**config.mk**
```make
export PLATFORM = sky130hd
export DESIGN_NAME = ransac_iteration_scheduler
export DESIGN_NICKNAME = d
export VERILOG_FILES = /design/src/rtl/ransac_iteration_scheduler.sv
export SDC_FILE = /design/constraint.sdc
export NUM_CORES = 1
export LEC_CHECK = 0
export BUFFER_PORTS_ARGS = -buffer_cell sky130_fd_sc_hd__buf_4
export CORE_ASPECT_RATIO = 1.1
export CORE_MARGIN = 2
export CORE_UTILIZATION = 45
export CTS_CLUSTER_DIAMETER = 50
export DETAILED_ROUTE_END_ITERATION = 8
export GPL_TIMING_DRIVEN = 0
export PLACE_DENSITY_LB_ADDON = 0.25
export SYNTH_ARGS = -nofsm -noshare
export SYNTH_HDL_FRONTEND = slang
export SYNTH_SLANG_ARGS = --single-unit
```
**constraint.sdc**
```tcl
create_clock -name clk -period 9.8 [get_ports clk]
set_input_delay 0.49 -clock clk [delete_from_list [all_inputs] [get_ports clk]]
set_output_delay 0.49 -clock clk [all_outputs]
set_load 0.005 [all_outputs]
```
**src/rtl/ransac_iteration_scheduler.sv**
```systemverilog
// ransac_iteration_scheduler
//   Hands RANSAC iterations to a pool of plane checking units, collects their
//   results, retries bus failures and tracks the best inlier count of the run.
//
// Ports
//   clk, rst          clock, synchronous active-high reset
//   start             begin a run (honoured only in IDLE or DONE)
//   total_iterations  iterations for the run, latched at start
//   busy / done       run in progress (RUN, DRAIN) / run finished (sticky)
//   fatal_error       run aborted after retry exhaustion
//   unit_start        one-cycle start pulse per unit
//   unit_iter_id      iteration id per unit, stable while that unit is busy
//   unit_done         per-unit level, held until unit_ack
//   unit_status       2-bit result per unit, valid with unit_done
//   unit_inliers      inlier count per unit, valid with unit_done and SUCCESS
//   unit_ack          one-cycle acknowledge of a unit_done
//   best_inliers, best_iter_id, best_valid   best SUCCESS of this run
//   error_count       non-SUCCESS results this run, saturating
//   dbg_state         current FSM state (IDLE=0 RUN=1 DRAIN=2 DONE=3)
//
// Handshakes: unit_start is a single-cycle command; the unit answers by
// raising unit_done (with status/inliers) and holding it until it observes a
// single-cycle unit_ack. A unit that raises unit_done while the scheduler
// considers it idle is ignored and never acknowledged.
//
// Status encoding: 0 SUCCESS, 1 DERIVE_PLANE_ERROR, 2 BUS_ERROR, 3 BUS_TIMEOUT.
module ransac_iteration_scheduler #(
  parameter int NUM_UNITS    = 4,
  parameter int ITER_WIDTH   = 16,
  parameter int INLIER_WIDTH = 32,
  parameter int MAX_RETRIES  = 2
) (
  input  logic                              clk,
  input  logic                              rst,
  input  logic                              start,
  input  logic [ITER_WIDTH-1:0]             total_iterations,
  output logic                              busy,
  output logic                              done,
  output logic                              fatal_error,
  output logic [NUM_UNITS-1:0]              unit_start,
  output logic [NUM_UNITS*ITER_WIDTH-1:0]   unit_iter_id,
  input  logic [NUM_UNITS-1:0]              unit_done,
  input  logic [NUM_UNITS*2-1:0]            unit_status,
  input  logic [NUM_UNITS*INLIER_WIDTH-1:0] unit_inliers,
  output logic [NUM_UNITS-1:0]              unit_ack,
  output logic [INLIER_WIDTH-1:0]           best_inliers,
  output logic [ITER_WIDTH-1:0]             best_iter_id,
  output logic                              best_valid,
  output logic [ITER_WIDTH-1:0]             error_count,
  output logic [1:0]                        dbg_state
);

  localparam logic [1:0] STAT_SUCCESS = 2'd0;
  localparam logic [1:0] STAT_DERIVE  = 2'd1;
  localparam int         RW = (MAX_RETRIES < 1) ? 1 : $clog2(MAX_RETRIES + 1);

  typedef enum logic [1:0] {S_IDLE = 2'd0, S_RUN = 2'd1, S_DRAIN = 2'd2, S_DONE = 2'd3} state_e;

  state_e                  state_q, state_d;
  logic [ITER_WIDTH-1:0]   total_q, next_iter_q, completed_q;
  logic [NUM_UNITS-1:0]    unit_busy_q, retry_pend_q;
  logic [RW-1:0]           retry_cnt_q [NUM_UNITS];
  logic [ITER_WIDTH-1:0]   iter_id_q   [NUM_UNITS];

  logic [NUM_UNITS-1:0]    disp_oh, ack_oh, release_oh, busy_d;
  logic                    disp_any, ack_any, disp_en, ack_en;
  logic [1:0]              ack_status;
  logic [INLIER_WIDTH-1:0] ack_inl;
  logic [ITER_WIDTH-1:0]   ack_iter;
  logic [RW-1:0]           ack_rcnt;
  logic                    retry_ok, fatal_now, start_go;

  // Lowest-index idle unit for dispatch and lowest-index busy unit with a
  // result for acknowledge. The loop runs downward so the lowest index wins.
  // A unit waiting for its re-pulse is excluded from acking so a result that
  // has not yet been withdrawn cannot be consumed twice.
  always_comb begin
    disp_any   = 1'b0;
    disp_oh    = '0;
    ack_any    = 1'b0;
    ack_oh     = '0;
    ack_status = '0;
    ack_inl    = '0;
    ack_iter   = '0;
    ack_rcnt   = '0;
    for (int i = NUM_UNITS - 1; i >= 0; i--) begin
      if (!unit_busy_q[i]) begin
        disp_any = 1'b1;
        disp_oh  = '0;
        disp_oh[i] = 1'b1;
      end
      if (unit_busy_q[i] && unit_done[i] && !retry_pend_q[i]) begin
        ack_any    = 1'b1;
        ack_oh     = '0;
        ack_oh[i]  = 1'b1;
        ack_status = unit_status[i*2 +: 2];
        ack_inl    = unit_inliers[i*INLIER_WIDTH +: INLIER_WIDTH];
        ack_iter   = iter_id_q[i];
        ack_rcnt   = retry_cnt_q[i];
      end
    end
  end

  assign start_go  = start && (state_q == S_IDLE || state_q == S_DONE);
  assign disp_en   = disp_any && (state_q == S_RUN) && (next_iter_q < total_q);
  assign ack_en    = ack_any && (state_q == S_RUN || state_q == S_DRAIN);
  // Bus failures retry only while running; in DRAIN the unit is simply released.
  assign retry_ok  = ack_en && ack_status[1] && (state_q == S_RUN) && (int'(ack_rcnt) < MAX_RETRIES);
  assign fatal_now = ack_en && ack_status[1] && (state_q == S_RUN) && !retry_ok;
  assign release_oh = (ack_en && !retry_ok) ? ack_oh : '0;
  assign busy_d     = (unit_busy_q | (disp_en ? disp_oh : '0)) & ~release_oh;

  assign unit_start = (disp_en ? disp_oh : '0) | retry_pend_q;
  assign unit_ack   = ack_en ? ack_oh : '0;
  assign busy       = (state_q == S_RUN) || (state_q == S_DRAIN);
  assign done       = (state_q == S_DONE);
  assign dbg_state  = state_q;

  // A freshly dispatched unit shows next_iter during its start pulse; the
  // registered copy takes over from the following cycle.
  for (genvar g = 0; g < NUM_UNITS; g++) begin : g_id
    assign unit_iter_id[g*ITER_WIDTH +: ITER_WIDTH] =
      (disp_en && disp_oh[g]) ? next_iter_q : iter_id_q[g];
  end

  always_comb begin
    state_d = state_q;
    case (state_q)
      S_IDLE, S_DONE: if (start) state_d = (total_iterations == '0) ? S_DONE : S_RUN;
      S_RUN: begin
        if (fatal_now) state_d = S_DRAIN;
        else if (completed_q == total_q && unit_busy_q == '0) state_d = S_DONE;
      end
      S_DRAIN: if (unit_busy_q == '0) state_d = S_DONE;
      default: state_d = S_IDLE;
    endcase
  end

  always_ff @(posedge clk) begin
    if (rst) begin
      state_q      <= S_IDLE;
      total_q      <= '0;
      next_iter_q  <= '0;
      completed_q  <= '0;
      unit_busy_q  <= '0;
      retry_pend_q <= '0;
      best_inliers <= '0;
      best_iter_id <= '0;
      best_valid   <= 1'b0;
      error_count  <= '0;
      fatal_error  <= 1'b0;
      for (int i = 0; i < NUM_UNITS; i++) begin
        retry_cnt_q[i] <= '0;
        iter_id_q[i]   <= '0;
      end
    end else begin
      state_q      <= state_d;
      retry_pend_q <= '0;
      if (start_go) begin
        total_q      <= total_iterations;
        next_iter_q  <= '0;
        completed_q  <= '0;
        best_inliers <= '0;
        best_iter_id <= '0;
        best_valid   <= 1'b0;
        error_count  <= '0;
        fatal_error  <= 1'b0;
        for (int i = 0; i < NUM_UNITS; i++) retry_cnt_q[i] <= '0;
      end else begin
        unit_busy_q <= busy_d;
        if (disp_en) begin
          next_iter_q <= next_iter_q + 1'b1;
          for (int i = 0; i < NUM_UNITS; i++) begin
            if (disp_oh[i]) begin
              iter_id_q[i]   <= next_iter_q;
              retry_cnt_q[i] <= '0;
            end
          end
        end
        if (ack_en) begin
          if (ack_status != STAT_SUCCESS && error_count != '1)
            error_count <= error_count + 1'b1;
          if (ack_status == STAT_SUCCESS || ack_status == STAT_DERIVE)
            completed_q <= completed_q + 1'b1;
          if (ack_status == STAT_SUCCESS && (!best_valid || ack_inl > best_inliers)) begin
            best_inliers <= ack_inl;
            best_iter_id <= ack_iter;
            best_valid   <= 1'b1;
          end
          if (retry_ok) begin
            retry_pend_q <= ack_oh;
            for (int i = 0; i < NUM_UNITS; i++)
              if (ack_oh[i]) retry_cnt_q[i] <= retry_cnt_q[i] + 1'b1;
          end
          if (fatal_now) fatal_error <= 1'b1;
        end
      end
    end
  end

endmodule

```
# Word level (Yosys, flattened, before mapping)
# Memories as Yosys holds them, arrays and structs flattened.
# Cells that the tools add are included.
# totals
register_bits	124
n_memories	2
elab_cells	211
out_inout_bits	142
input_bits	159
ramBits	72
# memory_table
memory	words	word_bits	rd	rd_ports_with_merged_regs	wr	line	source
iter_id_q	4	16	4	0	4	63	logic [ITER_WIDTH-1:0] iter_id_q [NUM_UNITS];
retry_cnt_q	4	2	4	0	4	62	logic [RW-1:0] retry_cnt_q [NUM_UNITS];
# classes
n_addsub	7
n_bitwise	22
reduce_logical	47
magnitude_cmp	3
eq_ne	9
n_mux	110
# ops
operator	count
2-to-1 mux 16 bit	12
2-to-1 mux 32 bit	4
2-to-1 mux 1 bit	57
2-to-1 mux 2 bit	25
adder 16 x 1 -> 16 bit (second input constant)	3
2-to-1 mux 4 bit	11
greater-than comparator 32 bit	1
logical AND 1 bit	24
== test 16 bit	1
zero test 16 bit	1
< comparator 16 bit	1
inequality test 16 bit (second input constant)	1
bitwise OR 1 bit	16
adder 2 x 1 -> 2 bit (second input constant)	4
bitwise OR 4 bit	2
AND reduction 2 bit	4
zero test 1 bit	6
case mux 2 bit (3 select lines)	1
bitwise AND 4 bit	1
== test 2 x 1 -> 1 bit (second input constant)	2
== test 2 bit (second input constant)	2
zero test 2 bit	2
zero test 4 bit	1
logical OR 1 bit	4
10 further kinds	12

# Depth between registers and ports, before layout
# Gate-level depths: netlist (run 1).
# logic_depth
ltp_word	16
ltp_mapped	17
mapped_depth_nobuf	13

# Worst setup path after synthesis (run 1)
# Ideal clock, no wire load.
# synth_path
kind	flip-flop to flip-flop
from	register next_iter_q[13]
to	memory iter_id_q[0][0] (enable)
path_slack_ns	5.851
path_stages_with_launch	10
required_ns	9.389
period_less_slack_ns	3.949
arrival_time_ns	3.537
cell_sequence	dfxtp_1 -> ha_1 -> a21o_1 -> a21o_1 -> a2111oi_4 -> o21ai_2 -> or2_2 -> buf_2 -> buf_2 -> o21ai_0
# synth_lines
item	line	source
start: declaration	60	logic [ITER_WIDTH-1:0] total_q, next_iter_q, completed_q;
start signal: assignment	172	next_iter_q <= next_iter_q + 1'b1;
end: declaration	63	

# Worst setup path in the final report (run 1)
# layout_path
from	register unit_busy_q[2]
to	register best_iter_id[12]
# layout_via
elab_chain_len	9
word_cells_on_any_way	20
cone_classes	order compare (1); mux (12); reduce/logical (7)
# layout_lines
item	line	source
start: declaration	61	logic [NUM_UNITS-1:0] unit_busy_q, retry_pend_q;
start signal: assignment	170	unit_busy_q <= busy_d;
logical AND 1 bit (2 in series)	92	if (unit_busy_q[i] && unit_done[i] && !retry_pend_q[i]) begin
2-to-1 mux 32 bit (3 in series)	92	
via ack_inl[22]	68	logic [INLIER_WIDTH-1:0] ack_inl;
greater-than comparator 32 bit	185	if (ack_status == STAT_SUCCESS && (!best_valid || ack_inl > best_inliers)) begin
logical OR 1 bit	185	
logical AND 1 bit	185	
AND reduction 2 bit (no source line)	-	
end signal: assignment	187	best_iter_id <= ack_iter;
end: declaration	47	output logic [ITER_WIDTH-1:0] best_iter_id,
# The timed path passes the listed nets, and every way through them passes these cells.
# A chain may end at the register's enable or synchronous reset.

==> impl_results.md, run 1 <==
- Required @ worst endpoint: 10.17 ns
- Clk Tree Root Cell: clkbuf_16
- PwrDens: 175 mW/mm2
- Grt ovf: 0
- CP max-delay cell: clkbuf_1
- Gpl congestion: 0.915
- Clock power frac: 27.6%
- TNS Setup: 0 ns
- Setup slack, reg-to-reg: 4.04 ns
- P_leak: 5.78 nW
- Post-synth EDFFs: 72
- Post-route ant nets: 0
- Die X: 154 um
- DR DRC count: 0
- Post-DR wirelength/cell: 20.5 um
- Switching power: 0.929 mW
- Layout area overhead: 29.2%
- Drt total wl: 39.0 mm
- Initial antenna violation count: 0
- CP max stage delay: 0.58 ns
- Ratio of cells with drive above 1 in the final layout: 26.7%
- Worst Setup End Kind: register
- Diode count: 0
- NumNets Final: 1793
- Clk sinks: 196
- Synth unique cells: 63
- Vias in the first global route: 10700
- 1st-pass router iterations: 7
- Largest net degree at the start of global routing: 19
- Max Fanout on Critical Path: 10
- Clk_lat worst skew: 0.45 ns
- Yosys reg bits: 196
- Hold crit path type: in -> reg
- CTS tree: built
- Worst Skew: 0.0132 ns
- Final Hold Fails: 0
- Clock tree buffer depth: 2
- P_int: 1.61 mW
- # rows: 60
- Sequential share of power: 37.3%
- IO buf count: 300
- IO Pins: 301
- Minimum clock period: 5.76 ns
- Clock transition at path regs: 0.08 ns
- CTS buffer count: 17
- Most common cell after layout, fill and taps aside: buf_4
- Area of the multi-input gates: 0.00594 mm2
- Post-Syn Nets: 1471
- Switching portion of total power: 36.6%
- Critical path launch point type: register
- Initial Utilization: 45.7%
- Seq/Total Area, Yosys: 41.5%
- Comb power frac: 35.1%
- Hold slack: 0.293 ns
- Most used cell, CP: clkbuf_1
- Ys Warns: 0
- Worst slew pin tran: 0.911 ns
- Layout Cells excl Fill: 1904
- Worst rel slew slack: 39.3%
- Hold buffers post-CTS: 0
- Slew Limit Fails: 0
- Placed insts: 1872
- Most frequent cells in the layout: 304 x buf_4, 146 x nor2_1, 130 x nand2_1
- Setup Crit Path Kind: reg -> reg
- Area of the die: 0.0261 mm2
- Status: complete, no violations
- Worst-path cell chain: and3b_1 > buf_4 > nor2_1 > clkbuf_1 > clkbuf_1 > a221oi_1 > nor2_1 > ha_1 > a21oi_1 > nand2_1 > a221oi_1 > o2111ai_1 > o211ai_1 > clkbuf_1 > clkbuf_1 > nand2_1 > a21oi_1
- Cells after Synth: 1259
- Final period util: 58.7%
- DR vias: 11100
- FF+latch area: 0.00464 mm2
- Synth Flop Type: dfxtp_1
- HPWL Detailed: 29.8 mm
- FILL cells: 2213
- CTS resizes: 0
- Critical path data arrival time: 6.13 ns
- Ys async rst share: 0%
- Total track usage: 29.5%
- Violation count after the first detailed-route iteration: 782
- RSZ-0062 raised after global routing: no
- Htree depth: 4
- Cell Area, Synth: 0.0112 mm2
- DIE HEIGHT: 169 um
- Max-Cap Viols: 0
- Core ar.: 0.0245 mm2
- Fmax achieved: 0.174 GHz
- Setup violators final: 0
- First-pass GRT wire length: 60.3 mm
- Worst IR Drop VDD: 146 uV
- Setup bufs post-CTS: 0
- Vias per inst: 5.81
- Syn avg cell area: 8.89 um2
-- cell families (layout without fill, tap and decap cells) --
| family | count (synthesis) | count (layout) | synth area share, % |
|---|---|---|---|
| flip-flops | 196 | 196 | 41.5 |
| AND/OR/NAND/NOR | 487 | 487 | 20.8 |
| multiplexers | 70 | 70 | 7.35 |
| XOR/XNOR | 51 | 51 | 3.99 |
| buffers and inverters | 153 | 488 | 5.56 |
| AO/OA/AOI/OAI | 249 | 249 | 14.9 |
| adder cells (fa/ha/maj) | 53 | 53 | 5.93 |
-- stage by stage --
stage               cell area [um2]  power, mW  utilization [%]  setup WS (ns)
floorplan                     11200       1.48                -           5.85
global placement              13800       1.82             56.5           3.98
detailed placement            13900       1.84             56.7           3.97
CTS                           14500       2.52             59.1           4.12
global route                  14500       2.65             59.1           3.82
finish                        14500       2.53             59.1           4.04
-- synth_stat cells, types with 3 or more instances --
cell / n / area share [%]
o31ai_1: 4 / 0.27
nand3b_1: 4 / 0.27
or3_1: 27 / 1.5
and4_1: 5 / 0.39
and2_1: 5 / 0.28
nand4_1: 25 / 1.4
buf_2: 13 / 0.58
buf_4: 4 / 0.27
inv_1: 58 / 1.9
nor3_1: 20 / 0.89
nor2b_1: 4 / 0.22
o21ai_0: 51 / 2.3
buf_1: 8 / 0.27
mux2_4: 11 / 1.5
nand2_1: 130 / 4.4
and3b_1: 4 / 0.31
o211ai_1: 7 / 0.47
nor2_1: 146 / 4.9
clkbuf_1: 67 / 2.2
edfxtp_1: 72 / 19
ha_1: 53 / 5.9
mux2i_1: 6 / 0.54
xor2_1: 16 / 1.3
o21a_1: 3 / 0.20
a221oi_1: 53 / 4.1
dfxtp_1: 124 / 22
a21oi_1: 49 / 2.2
nand2b_1: 4 / 0.22
and3_1: 21 / 1.2
a31oi_1: 3 / 0.17
nor4_1: 21 / 1.2
or4_1: 9 / 0.60
mux2_2: 52 / 5.2
o22ai_1: 47 / 2.6
xnor2_1: 35 / 2.7
nand3_1: 52 / 2.3
a21o_1: 12 / 0.81
-- worst max-delay path, delay by kind of cell, from the launching register on --
kind | cells | cell delay (ns)
AOI/OAI and AO/OA | 6 | 1.36
buffers and inverters | 5 | 2.34
adders and majority gates | 1 | 0.33
DFF | 1 | 0.38
and+or+nand+nor | 5 | 1.27
-- layer usage --
metal | track usage (%) | share of wire (%)
met4 | 10.2 | 3.3
met2 | 49.2 | 47
met1 | 38.4 | 41
met5 | 0 | 0
met3 | 6.03 | 9.0
-- state kept, by name, indices dropped and copies added (netlist names) --
register,count
total_q,16
best_valid,1
retry_pend_q,4
best_iter_id,16
iter_id_q,64
unit_busy_q,4
completed_q,16
error_count,16
next_iter_q,16
retry_cnt_q,8
dbg_state,2
fatal_error,1
best_inliers,32
-- power by group through the flow --
stage / Clock (mW) / Combinational, mW / Sequential [mW]
after detailed placement: 0 / 0.873 / 0.962
after CTS: 0.699 / 0.879 / 0.943
after floorplan: 0 / 0.531 / 0.948
final: 0.699 / 0.891 / 0.945
after global routing: 0.731 / 0.969 / 0.951
after global placement: 0 / 0.856 / 0.961
-- cell type report --
| class | count | area share [%] |
|---|---|---|
| clock inverters | 14 | 0.978 |
| multi-input cells | 910 | 41.1 |
| repair buffers | 303 | 15.9 |
| inverters | 58 | 1.51 |
| clock buffers | 18 | 2.97 |
| plain buffers | 95 | 2.80 |
| flip-flops and latches | 196 | 32.1 |
| well taps | 310 | 2.68 |
-- path summary, 6_finish.rpt --
check,cells past startpoint,startpoint,to
worst max-delay path,17,unit_busy_q[2],best_iter_id[12]
worst min-delay path,3,total_iterations[2],total_q[2]
worst max register to register,17,unit_busy_q[2],best_iter_id[12]
worst min register to register,2,best_iter_id[8],best_iter_id[8]
Power figures use the tool's default switching activity.
==> run 2, diff against run 1 <==
--- a/config.mk
+++ b/config.mk
@@ -5,6 +5,7 @@
 export SDC_FILE = /design/constraint.sdc
 export NUM_CORES = 1
 export LEC_CHECK = 0
+export ABC_AREA = 1
 export BUFFER_PORTS_ARGS = -buffer_cell sky130_fd_sc_hd__buf_4
 export CORE_ASPECT_RATIO = 1.1
 export CORE_MARGIN = 2
==> constraint.sdc (replaced) <==
create_clock -name clk -period 5.12 [get_ports clk]
set_input_delay 0.256 -clock clk [delete_from_list [all_inputs] [get_ports clk]]
set_output_delay 0.256 -clock clk [all_outputs]
set_load 0.005 [all_outputs]
==> run 2 against run 1 <==
Net effect:
- die area increased by 4.8%
- total power increased by 100%
- cell count increased by 22%
- highest routed layer unchanged
- critical path type unchanged
- core utilization decreased by 0.99 points
- via count increased by 16%
- critical path depth increased by 3
- combinational power increased by 110%
- non-clock buffer count unchanged
- final area increased by 4.1%
- setup slack got worse by 3.4 ns
- clock skew decreased by 0.00092 ns
==> impl_results.md, run 2 <==
- Slew Limit Fails: 0 (unchanged)
- R2R cell count: 20 (+3)
- Post-DR wirelength/cell: 18.0 um (-12%)
- Top reg by flops: iter_id_q
- Clk Tree Root Cell: clkbuf_16
- Max Fanout on Critical Path: 10 (unchanged)
- Synth Flop Type: dfxtp_1
- Clk sinks: 196 (unchanged)
- Seq/Total Area, Yosys: 39.6% (-1.9 points)
- IO Pins: 301 (unchanged)
- Max-Cap Viols: 0 (unchanged)
- Die X: 158 um (+2.4%)
- Grt ovf: 0 (unchanged)
- Worst Skew: 0.0123 ns (-0.000922 ns)
- R2r endpoint: best_inliers[30]
- Violation count after the first detailed-route iteration: 934 (+19%)
- Ys Warns: 0 (unchanged)
- Initial antenna violation count: 0 (unchanged)
- Area of the die: 0.0274 mm2 (+4.8%)
- CTS buffer count: 17 (unchanged)
- Gpl congestion: 0.927 (+1.3%)
- Area of the multi-input gates: 0.00607 mm2 (+2.3%)
- DR vias: 12800 (+16%)
- Ranking of synthesized cells by area: dfxtp_1 21%, edfxtp_1 18%, nand2_1 13%, ha_1 5.6%, nand3_1 5.1%
- # rows: 62 (+3.3%)
- Synth unique cells: 40 (-37%)
- RSZ-0062 raised after global routing: no
- Worst Hold End: total_q[0]
- Largest register FFs: 64 (unchanged)
- TNS Setup: 0 ns (unchanged)
- Worst IR Drop VDD: 235 uV (+61%)
- P_leak: 6.17 nW (+6.8%)
- Post-Syn Nets: 1857 (+26%)
- Final period util: 88.3% (+30 points)
- Minimum clock period: 4.52 ns (-1.24 ns)
- Setup violators final: 0 (unchanged)
- Post-route ant nets: 0 (unchanged)
- Biggest regs: iter_id_q (64), best_inliers (32)
- Core ar.: 0.0259 mm2 (+5.9%)
- CTS resizes: 0 (unchanged)
- CTS tree: built
- IO buf count: 300 (unchanged)
- Hold buffers post-CTS: 0 (unchanged)
- 1st-pass router iterations: 5 (-2)
- Htree depth: 4 (unchanged)
- Fmax achieved: 0.221 GHz (+27%)
- DR DRC count: 0 (unchanged)
- Critical path launch point type: register
- Most instantiated library cell after synthesis: nand2_1
- Required @ worst endpoint: 5.49 ns (-4.68 ns)
- Critical path data arrival time: 4.89 ns (-1.24 ns)
- Ys async rst share: 0% (unchanged)
- First-pass GRT wire length: 64.7 mm (+7.4%)
- Clock transition at path regs: 0.08 ns (about the same)
- Pre-CTS WS: 0.720 ns (-3.25 ns)
- Most frequent cells in the layout: 404 x nand2_1, 303 x buf_4, 149 x inv_1
- FF+latch area: 0.00464 mm2 (unchanged)
- Largest net degree at the start of global routing: 19 (unchanged)
- Final Hold Fails: 0 (unchanged)
- Synth cell count leaders: 404 x nand2_1, 149 x inv_1, 148 x nor2_1
- Clk_lat worst skew: 0.44 ns (about the same)
- Vias in the first global route: 12000 (+12%)
- FILL cells: 2548 (+15%)
- Worst rel slew slack: 36.1% (-3.2 points)
- Post-synth top area share: 21.1% (-1.0 points)
- DIE HEIGHT: 173 um (+2.4%)
- Post-synth EDFFs: 72 (unchanged)
- Vias per inst: 5.49 (-5.5%)
- Worst hold path startpoint: total_iterations[0]
- Worst Setup End Kind: register
- Cell Area, Synth: 0.0117 mm2 (+4.9%)
- Hold crit path type: in -> reg
- Status: complete, no violations
- Setup Crit Path Kind: reg -> reg
- Yosys reg bits: 196 (unchanged)
- NumNets Final: 2179 (+22%)
- Area leader, netlist: dfxtp_1
- HPWL Detailed: 32.9 mm (+10%)
- PwrDens: 336 mW/mm2 (+92%)
- Setup slack, reg-to-reg: 0.60 ns (-3.44 ns)
- Total track usage: 30.2% (+0.68 points)
- Setup bufs post-CTS: 0 (unchanged)
- Reg2reg start: unit_busy_q[0]
- Clock tree buffer depth: 2 (unchanged)
- Worst slew pin tran: 0.952 ns (+0.0413 ns)
- Diode count: 0 (unchanged)
- Drt total wl: 42.1 mm (+7.9%)
- Hold path depth: 3 (unchanged)
- Layout area overhead: 28.1%
- Initial Utilization: 45.3% (-0.41 points)
- Most common cell after layout, fill and taps aside: nand2_1
- Syn avg cell area: 7.14 um2 (-20%)
- Cells after Synth: 1645 (+31%)
- Ratio of cells with drive above 1 in the final layout: 19.0% (-7.7 points)
- Final worst slack: 0.599 ns (-3.44 ns)
-- run 2: cell count changes after synthesis, sizes merged, moves of 30 or more --
cell,before,now
a221oi,53,0
o21ai,52,104
nand3,52,121
mux2,64,0
inv,58,154
nand2,130,406
a21oi,49,116
a31oi,3,33
nor3,20,78
-- run 2: kinds of logic (layout without fill, tap and decap cells) --
kind of cell,after synthesis,in the layout,synth area share (%)
compound gates,310,310,14.7
xor+xnor,40,40,2.98
fa+ha+maj,53,53,5.65
buf+inv,258,593,8.74
flops,196,196,39.6
simple gates,788,788,28.4
-- run 2: final cells by class --
type / instances / area share [%]
Tap cell: 352 / 2.93
Clock buffer: 18 / 2.92
Buffer: 95 / 2.75
Clock inverter: 14 / 0.948
Inverter: 163 / 4.07
Sequential cell: 196 / 30.9
Multi-Input combinational cell: 1191 / 40.4
Timing Repair Buffer: 303 / 15.1
-- run 2: worst max path at each step --
stage / startpoint / end / cells after the start
after floorplan: total_q[15] / iter_id_q[1][0] / 10
after global placement: dbg_state[0] / iter_id_q[2][11] / 8
after detailed placement: unit_busy_q[0] / best_inliers[4] / 20
after CTS: unit_busy_q[0] / best_inliers[0] / 20
after global routing: unit_busy_q[0] / best_inliers[4] / 20
final: unit_busy_q[0] / best_inliers[30] / 20
-- run 2: worst max-delay path, stage by stage, from the launching register on --
cell	delay (ns)
dfxtp_1	0.30
clkbuf_2	0.17
nand3_2	0.23
nand2_2	0.18
inv_1	0.11
clkbuf_1	0.57
clkbuf_1	0.42
a31oi_1	0.29
ha_1	0.36
nand2_1	0.07
nor2_1	0.16
nand2_1	0.12
nor2_1	0.16
nand2_1	0.07
nand2_1	0.05
nand2_1	0.04
nand2_1	0.22
clkbuf_1	0.42
buf_2	0.31
a21oi_1	0.09
nor2_1	0.13
-- run 2: metal layers --
metal	wire (um)	vias to the layer above	track usage, %
met4	1190	0	9.53
met5	0	-	0
met1	16600	5991	37.4
met3	3440	86	5.18
met2	20900	550	53.2
li1	-	6185	-
-- run 2: stage by stage --
stage                     hold WS [ns]  power, mW  std cells  instance area, um2  util, %
after floorplan                  0.395       2.97       1645               11700        -
after global placement           0.468       3.66       2297               14400     55.7
after detailed placement         0.471       3.70       2300               14500     55.8
after CTS                       0.0481       5.04       2332               15000     58.1
after global routing            0.0516       5.34       2332               15000     58.1
final                           0.0563       5.06       2332               15000     58.1
-- run 2: where the power goes --
group	total (mW)	internal [mW]	switching (mW)
registers	1.86	1.75	0.103
logic	1.85	0.682	1.17
clock network	1.35	0.701	0.648
total	5.06	3.14	1.92
==> run 3, diff against run 2 <==
--- a/config.mk
+++ b/config.mk
@@ -6,12 +6,12 @@
 export NUM_CORES = 1
 export LEC_CHECK = 0
 export ABC_AREA = 1
-export BUFFER_PORTS_ARGS = -buffer_cell sky130_fd_sc_hd__buf_4
 export CORE_ASPECT_RATIO = 1.1
 export CORE_MARGIN = 2
 export CORE_UTILIZATION = 45
 export CTS_CLUSTER_DIAMETER = 50
 export DETAILED_ROUTE_END_ITERATION = 8
+export DONT_BUFFER_PORTS = 1
 export GPL_TIMING_DRIVEN = 0
 export PLACE_DENSITY_LB_ADDON = 0.25
 export SYNTH_ARGS = -nofsm -noshare
==> constraint.sdc (replaced) <==
create_clock -name clk -period 4.6 [get_ports clk]
set_input_delay 0.23 -clock clk [delete_from_list [all_inputs] [get_ports clk]]
set_output_delay 0.23 -clock clk [all_outputs]
set_load 0.005 [all_outputs]
==> run 3 against run 2 <==
Net effect:
- non-clock buffer count down 285
- clock skew about the same
- final area down 14%
- clock-buffer cell count unchanged
- combinational power down 4%
- first-iteration DRC count up 3.6%
- via count down 9.1%
- cell count down 12%
- critical path type unchanged
- largest cell class unchanged
==> impl_results.md, run 3 (synthesis gave the netlist of run 2 again) <==
- Die X: 158 um (unchanged)
- Gpl congestion: 0.952 (+2.8%)
- DR vias: 11600 (-9.1%)
- Status: complete, no violations
- Final period util: 93.5% (+5.2 points)
- Slew Limit Fails: 0 (unchanged)
- NumNets Final: 1894 (-13%)
- Hold path depth: 2 (-1)
- Final Hold Fails: 0 (unchanged)
- Clk sinks: 196 (unchanged)
- Layout Cells excl Fill: 2047 (-12%)
- IO Pins: 301 (unchanged)
- Initial Utilization: 45.3% (unchanged)
- Required @ worst endpoint: 4.98 ns (-0.51 ns)
- Most common cell after layout, fill and taps aside: nand2_1
- Hold crit path type: in -> reg
- RSZ-0062 raised after global routing: no
- Core ar.: 0.0259 mm2 (unchanged)
- Worst slew pin tran: 0.963 ns (+0.0103 ns)
- Area of the die: 0.0274 mm2 (unchanged)
- Top reg by flops: iter_id_q
- Clk_lat worst skew: 0.45 ns (about the same)
- Placed insts: 2000 (-13%)
- Clk Tree Root Cell: clkbuf_16
- Setup violators final: 0 (unchanged)
- Clock transition at path regs: 0.08 ns (about the same)
- Critical path launch point type: register
- Largest net degree at the start of global routing: 21 (+2)
- Worst rel slew slack: 35.8% (-0.27 points)
- R2R cell count: 18 (-10%)
- TNS Setup: 0 ns (unchanged)
- Ratio of cells with drive above 1 in the final layout: 4.60% (-14 points)
- Violation count after the first detailed-route iteration: 968 (+3.6%)
- Htree depth: 4 (unchanged)
- DIE HEIGHT: 173 um (unchanged)
- Biggest regs: iter_id_q (64), best_inliers (32)
- DR DRC count: 0 (unchanged)
- Fmax achieved: 0.233 GHz (+5.2%)
- Largest register FFs: 64 (unchanged)
- HPWL Detailed: 31.7 mm (-3.7%)
- Critical path data arrival time: 4.68 ns (-0.21 ns)
- Diode count: 0 (unchanged)
- Max Fanout on Critical Path: 10 (unchanged)
- Layout area overhead: 10.4%
- Minimum clock period: 4.30 ns (-0.222 ns)
- Post-DR wirelength/cell: 19.9 um (+10%)
- CTS tree: built
- CTS buffer count: 17 (unchanged)
- Vias in the first global route: 11100 (-8.2%)
- Post-route ant nets: 0 (unchanged)
- Clock tree buffer depth: 2 (unchanged)
- Initial antenna violation count: 0 (unchanged)
- # rows: 62 (unchanged)
- P_leak: 4.75 nW (-23%)
- Max-Cap Viols: 0 (unchanged)
- Vias per inst: 5.69 (+3.6%)
- Most frequent cells in the layout: 404 x nand2_1, 149 x inv_1, 148 x nor2_1
- Worst IR Drop VDD: 209 uV (-11%)
- Drt total wl: 40.7 mm (-3.2%)
- PwrDens: 415 mW/mm2 (+23%)
- Grt ovf: 0 (unchanged)
- Worst Skew: 0.0124 ns (+0.000135 ns)
- Total track usage: 29.3% (-0.93 points)
- 1st-pass router iterations: 7 (+2)
- FILL cells: 2649 (+4.0%)
- Worst Setup End Kind: register
- IO buf count: 0 (-100%)
- First-pass GRT wire length: 61.7 mm (-4.7%)
- Setup Crit Path Kind: reg -> reg
==> run 3: per-layer routing <==
metal	up-vias	part of all wire, %	GRT usage, %
met2	530	48	49.0
met3	101	9.1	7.12
li1	5603	-	-
met5	-	0	0
met4	0	3.7	11.1
met1	5413	40	36.3
==> run 3: report_power, final <==
part           total [mW]  internal (mW)  leakage [nW]  switching, mW
Combinational        1.78          0.552          2.71           1.23
Clock                1.53          0.750         0.292          0.779
Sequential           2.07           1.95          1.75          0.122
==> run 3: worst paths after layout <==
path                       start  slack (ns)               to
min reg2reg          fatal_error        0.51      fatal_error
max               unit_busy_q[3]        0.30  best_inliers[0]
max reg2reg       unit_busy_q[3]        0.30  best_inliers[0]
min          total_iterations[9]        0.01       total_q[9]
==> run 3: critical path, cell delays in order (launching register included) <==
cell and delay [ns]:
dfxtp_1 0.42, nand3_1 0.14, nor2_2 0.42, clkbuf_1 0.68
nand2_1 0.12, a31oi_1 0.47, ha_1 0.21, nand2_1 0.07
nor2_1 0.15, nand4_1 0.10, nor2_1 0.13, nand2_1 0.06
nand2_1 0.05, nand2_1 0.04, nand2_1 0.21, clkbuf_1 0.39
buf_2 0.33, a21oi_1 0.10, nor2_1 0.10
==> run 3: stage by stage <==
| step | setup slack, ns | instance area (um2) | power (mW) | utilization (%) | hold slack (ns) |
|---|---|---|---|---|---|
| 2_1_floorplan | 1.40 | 11700 | 3.31 | - | 0.369 |
| 3_3_place_gp | 0.0515 | 12200 | 3.82 | 47.0 | 0.373 |
| 3_5_place_dp | 0.239 | 12200 | 3.86 | 47.1 | 0.378 |
| 4_1_cts | 0.225 | 13000 | 5.38 | 50.0 | 0.00367 |
| 5_1_grt | 0.0334 | 13000 | 5.71 | 50.0 | 0.00871 |
| 6_report | 0.301 | 13000 | 5.38 | 50.0 | 0.0116 |
==> run 3: area by class of cell <==
cell class	instances	area, um2	area share [%]
multi-input combinational	1191	6070	46.9
sequential	196	4640	35.8
inverter	163	612	4.72
tap	352	440	3.40
clock buffer	18	439	3.39
buffer	95	417	3.21
timing repair buffer	18	176	1.36
clock inverter	14	159	1.23
==> run 3: repair_timing <==
| item | 4_1_cts | 5_1_grt |
|---|---|---|
| buffers inserted | 0 | 0 |
| resized for setup | 0 | 4 |
| setup endpoints to repair | 0 | 40 |
| hold endpoints to repair | 16 | 0 |
| hold buffers | 15 | 0 |
